--- src/rtl/immgen_pipe.sv ---
// Pipelined RISC-V immediate generator: decode -> output register + skid register.
// Optional macro IMMGEN_ZICSR_EN decodes CSR*I encodings as ZIMM (format code 7).
module immgen_pipe #(
    parameter int XLEN = 32
) (
    input  logic            clk,
    input  logic            rst_n,
    input  logic            flush,
    input  logic            inst_valid,
    output logic            inst_ready,
    input  logic [31:0]     inst,
    output logic            imm_valid,
    input  logic            imm_ready,
    output logic [XLEN-1:0] imm,
    output logic [2:0]      imm_fmt,
    output logic            illegal
);

    typedef enum logic [2:0] {
        FMT_NONE  = 3'd0,
        FMT_I     = 3'd1,
        FMT_S     = 3'd2,
        FMT_B     = 3'd3,
        FMT_U     = 3'd4,
        FMT_J     = 3'd5,
        FMT_SHAMT = 3'd6,
        FMT_ZIMM  = 3'd7
    } fmt_e;

    typedef struct packed {
        logic [XLEN-1:0] imm;
        fmt_e            fmt;
        logic            illegal;
    } dec_t;

    if (XLEN != 32 && XLEN != 64) begin : g_bad_xlen
        $error("immgen_pipe: XLEN must be 32 or 64");
    end

    function automatic logic [XLEN-1:0] sext32(input logic [31:0] v);
        return XLEN'($signed(v));
    endfunction

    dec_t w_dec;
    logic w_is_shamt;

    assign w_is_shamt = (inst[13:12] == 2'b01);  // funct3 001 (SLLI) or 101 (SRLI/SRAI)

    // NOTE: every always_comb output gets a default first so no path can infer a latch.
    always_comb begin
        w_dec = '{imm: '0, fmt: FMT_NONE, illegal: 1'b0};
        case (inst[6:0])
            7'b0000011, 7'b0001111, 7'b1100111: begin
                w_dec.fmt = FMT_I;
                w_dec.imm = sext32({{20{inst[31]}}, inst[31:20]});
            end
            7'b0010011: begin
                if (w_is_shamt) begin
                    w_dec.fmt = FMT_SHAMT;
                    if (XLEN == 64) begin
                        w_dec.imm = XLEN'(inst[25:20]);
                    end else begin
                        w_dec.imm     = XLEN'(inst[24:20]);
                        w_dec.illegal = inst[25];
                    end
                end else begin
                    w_dec.fmt = FMT_I;
                    w_dec.imm = sext32({{20{inst[31]}}, inst[31:20]});
                end
            end
            7'b0100011: begin
                w_dec.fmt = FMT_S;
                w_dec.imm = sext32({{20{inst[31]}}, inst[31:25], inst[11:7]});
            end
            7'b1100011: begin
                w_dec.fmt = FMT_B;
                w_dec.imm = sext32({{19{inst[31]}}, inst[31], inst[7], inst[30:25], inst[11:8], 1'b0});
            end
            7'b0110111, 7'b0010111: begin
                w_dec.fmt = FMT_U;
                w_dec.imm = sext32({inst[31:12], 12'b0});
            end
            7'b1101111: begin
                w_dec.fmt = FMT_J;
                w_dec.imm = sext32({{11{inst[31]}}, inst[31], inst[19:12], inst[20], inst[30:21], 1'b0});
            end
            7'b0110011: begin
                w_dec.fmt = FMT_NONE;
            end
            7'b1110011: begin
`ifdef IMMGEN_ZICSR_EN
                if (inst[14]) begin
                    w_dec.fmt = FMT_ZIMM;
                    w_dec.imm = XLEN'(inst[19:15]);
                end else begin
                    w_dec.fmt = FMT_I;
                    w_dec.imm = sext32({{20{inst[31]}}, inst[31:20]});
                end
`else
                w_dec.fmt = FMT_I;
                w_dec.imm = sext32({{20{inst[31]}}, inst[31:20]});
`endif
            end
            7'b0011011: begin
                if (XLEN == 64) begin
                    if (w_is_shamt) begin
                        w_dec.fmt     = FMT_SHAMT;
                        w_dec.imm     = XLEN'(inst[24:20]);
                        w_dec.illegal = inst[25];
                    end else begin
                        w_dec.fmt = FMT_I;
                        w_dec.imm = sext32({{20{inst[31]}}, inst[31:20]});
                    end
                end else begin
                    w_dec.illegal = 1'b1;
                end
            end
            7'b0111011: begin
                w_dec.illegal = (XLEN != 64);
            end
            default: begin
                w_dec.illegal = 1'b1;
            end
        endcase
    end

    dec_t r_out;
    dec_t r_skid;
    logic r_out_valid;
    logic r_skid_valid;
    logic w_accept;
    logic w_out_load;

    assign inst_ready = !r_skid_valid;
    assign w_accept   = inst_valid && inst_ready;
    assign w_out_load = !r_out_valid || imm_ready;

    // NOTE: sequential state uses non-blocking assignments so all registers update from pre-edge values.
    always_ff @(posedge clk or negedge rst_n) begin
        if (!rst_n) begin
            r_out        <= '{imm: '0, fmt: FMT_NONE, illegal: 1'b0};
            r_skid       <= '{imm: '0, fmt: FMT_NONE, illegal: 1'b0};
            r_out_valid  <= 1'b0;
            r_skid_valid <= 1'b0;
        end else if (flush) begin
            r_out_valid  <= 1'b0;
            r_skid_valid <= 1'b0;
        end else if (w_out_load) begin
            // The skid entry is always older than anything upstream, and no accept can
            // happen while it is occupied, so draining it first keeps FIFO order.
            if (r_skid_valid) begin
                r_out        <= r_skid;
                r_out_valid  <= 1'b1;
                r_skid_valid <= 1'b0;
            end else if (w_accept) begin
                r_out       <= w_dec;
                r_out_valid <= 1'b1;
            end else begin
                r_out_valid <= 1'b0;
            end
        end else if (w_accept) begin
            r_skid       <= w_dec;
            r_skid_valid <= 1'b1;
        end
    end

    assign imm_valid = r_out_valid;
    assign imm       = r_out.imm;
    assign imm_fmt   = r_out.fmt;
    assign illegal   = r_out.illegal;

endmodule

--- config.mk ---
export PLATFORM = sky130hd
export DESIGN_NAME = immgen_pipe
export DESIGN_NICKNAME = d
export VERILOG_FILES = /design/src/rtl/immgen_pipe.sv
export SDC_FILE = /design/constraint.sdc
export NUM_CORES = 1
export LEC_CHECK = 0
export ABC_CLOCK_PERIOD_IN_PS = 1560
export CAP_MARGIN = 20
export CELL_PAD_IN_SITES_DETAIL_PLACEMENT = 1
export CELL_PAD_IN_SITES_GLOBAL_PLACEMENT = 2
export CORE_ASPECT_RATIO = 1.2
export CORE_MARGIN = 1
export CORE_UTILIZATION = 28
export DETAILED_ROUTE_END_ITERATION = 6
export GPL_TIMING_DRIVEN = 0
export PLACE_DENSITY = 0.76
export SETUP_SLACK_MARGIN = 0.02
export SKIP_CTS_REPAIR_TIMING = 1
export SLEW_MARGIN = 10
export SYNTH_ARGS = -nofsm -noshare
export SYNTH_HDL_FRONTEND = slang
export SYNTH_SLANG_ARGS = --single-unit
--- constraint.sdc ---
create_clock -name clk -period 1.56 [get_ports clk]
set_input_delay 0.234 -clock clk [delete_from_list [all_inputs] [get_ports clk]]
set_output_delay 0.234 -clock clk [all_outputs]
set_load 0.03 [all_outputs]
==> out/qor.yml <==
status: "complete, but fails checks"
violations: "setup timing"
synth.largest_area_cell: "dfrtp_1"
setup_viol: 43
start_kind: "register"
power_density_nw_per_um2: 1090
core_area_um2: 12700
synth_cell_type_count: 48
start_util_pct: 28.8
worstSetupEndpointType: "register"
port_buffers: 73
cp.arrival_ns: 1.90
max-vdd-ir-drop_v: 0.000654
grt_overflow: 0
max_freq_ghz: 0.596
tightestPinTransition_ns: 0.514
synth-compound-area-share_pct: 20.6
drc_errors: 0
synth_edf_count: 0
cpPeakStageDelay_ns: 0.44
ys_ff_latch: 74
ios: 75
viasPerCell: 5.21
final.fill_count: 1399
wl_per_cell_um: 18.2
grt_max_degree: 49
path_class: "reg -> reg"
drive_gt1_share_pct: 30.6
stdcell_count: 681
rsz0062_at_grt: "yes"
cap_violations: 0
fin_area_um2: 5850
netlist_area_um2: 3650
dieArea_um2: 13500
synthSimpleGateAreaFrac_pct: 23.5
die_h_um: 127
drtPass1Iterations: 4
synth_adder_area_share_pct: 0
p_leak_uw: 0.00281
slowest_stage: "or3_4"
cts_inserted_buffers: 9
pre_cts_slack_ns: -0.850
critPathMaxFanout: 8
hold_viol: 0
dpl_cell_area_um2: 4710
async_reset_ff_share_pct: 100
synthMuxAreaShare_pct: 1.51
regArea_um2: 1850
fin_nets: 549
seq_area_frac_synth_pct: 50.7
final_antenna_net_count: 0
postSynthCellCount: 398
netlist.area_leader.share_pct: 50.7
clockBufferDepth: 2
avgSynthCellArea_um2: 9.18
dieWidth_um: 106
hpwl_mm: 8.67
hp-class: "in -> reg"
vias: 3551
clk_latency_ns: 0.33
finalCriticalPeriod_ns: 1.68
slew_headroom_pct: 65.8
gr-usage-all-layers_pct: 18.0
path_clk_slew_ns: 0.06
rows: 45
place_congestion: 0.783
multiInputGateArea_um2: 2010
synth_top_flop_cell: "dfrtp_1"
grt_pass1_vias: 3525
wl_mm: 12.4
clkSinkCount: 74
clock_skew_ns: 0.00454
antenna_found_initial: 0
layout_commonest_cell: "dfrtp_1"
period_share_pct: 107
cts-root-buf: "clkbuf_16"
r2r_start: "r_skid_valid"
placedCellCount: 636
drt_iter0_drc: 116
setup_slack_ns: -0.117
synth_area_leaders: "dfrtp_1 51%, nor2_1 5.9%, nand2_1 5.3%"
cp.required_ns: 1.78
grt_pass1_wl_mm: 18.8
synth_top_family_by_area: "simple AND/OR/NAND/NOR gates"
diodes: 0
crit_path_cell_trace: "buf_6 -> clkinv_8 -> nand2_2 -> or3_4 -> buf_8 -> nor2_4 -> buf_12 -> a21oi_1"
maxSlewViolCount: 0
layout_common_cells: "73 x dfrtp_1, 47 x nor2_1, 44 x nand2_1"
yosys_warnings: 0
synth_nets: 435
fin_util_pct: 46.2
min-delay-start: "inst[13]"
area_growth_pct: 60.2
synth-xor-area-share_pct: 0
cts_max_level: 3
cts_tree: "yes"
startpoint: "r_skid_valid"
==> layout make-up <==
type / count / area share [%]
Multi-Input combinational cell: 296 / 34.4
Sequential cell: 74 / 31.7
Tap cell: 164 / 3.51
Timing Repair Buffer: 104 / 19.9
Clock inverter: 6 / 2.35
Inverter: 3 / 0.406
Buffer: 24 / 3.87
Clock buffer: 10 / 3.91
==> sequential cells by signal, indices dropped and copies added, names as in the netlist <==
signal and count:
imm_fmt 3, imm 32, imm_valid 1, r_skid 36
illegal 1, r_skid_valid 1
==> power by group <==
part           switching, uW  internal, uW  total, uW  leakage [uW]
sequential               192          2220       2410      0.000925
combinational            801           637       1440       0.00171
clock                    810          1730       2540      0.000177
==> logic make-up after synthesis <==
kind of cell,Yosys count
AOI/OAI and AO/OA,109
DFF,74
and+or+nand+nor,182
buffers and inverters,28
muxes,5
==> per-layer routing <==
layer  routed length (um)  vias up  global-route usage (%)
met5                    0        -                       0
met4                  210        0                    4.66
met3                  420       16                    3.27
met2                 6430       81                    31.6
met1                 5360     1802                    22.8
li1                     -     1652                       -
==> synthesized netlist by cell type, types with 8 or more instances <==
cell,count
dfrtp_1,74
nor2_1,57
nand2_1,52
a21oi_1,31
nor3_1,21
o21ai_0,15
a211oi_1,12
a31oi_1,12
clkbuf_1,12
nand3_1,12
buf_2,10
a211oi_2,9
or3_1,8
==> path summary, 6_finish.rpt <==
path,end,slack [ns],depth (start not counted)
setup / recovery,r_skid[16],-0.12,8
max in group asynchronous,imm[26],0.62,3
hold reg to reg,r_skid[1],0.49,2
setup reg to reg,r_skid[16],-0.12,8
min in group asynchronous,r_skid[5],0.37,2
hold / removal,r_skid[17],0.25,3
==> critical path: cells and delay by family (launching register included) <==
kind	cells	cell delay [ns]
flops	1	0.38
buf+inv	4	0.52
compound gates	1	0.06
simple gates	3	0.61
==> through the flow <==
| step | hold WS, ns | total power [uW] | setup TNS (ns) |
|---|---|---|---|
| after floorplan | -0.0616 | 3140 | -1.04 |
| after global placement | 0.456 | 3700 | -230.76 |
| after detailed placement | 0.188 | 3740 | -49.12 |
| after CTS | -0.168 | 6310 | -30.30 |
| after global routing | 0.263 | 6660 | -6.74 |
| final | 0.251 | 6390 | -2.44 |
No activity file was read; power rests on OpenSTA's default activity.
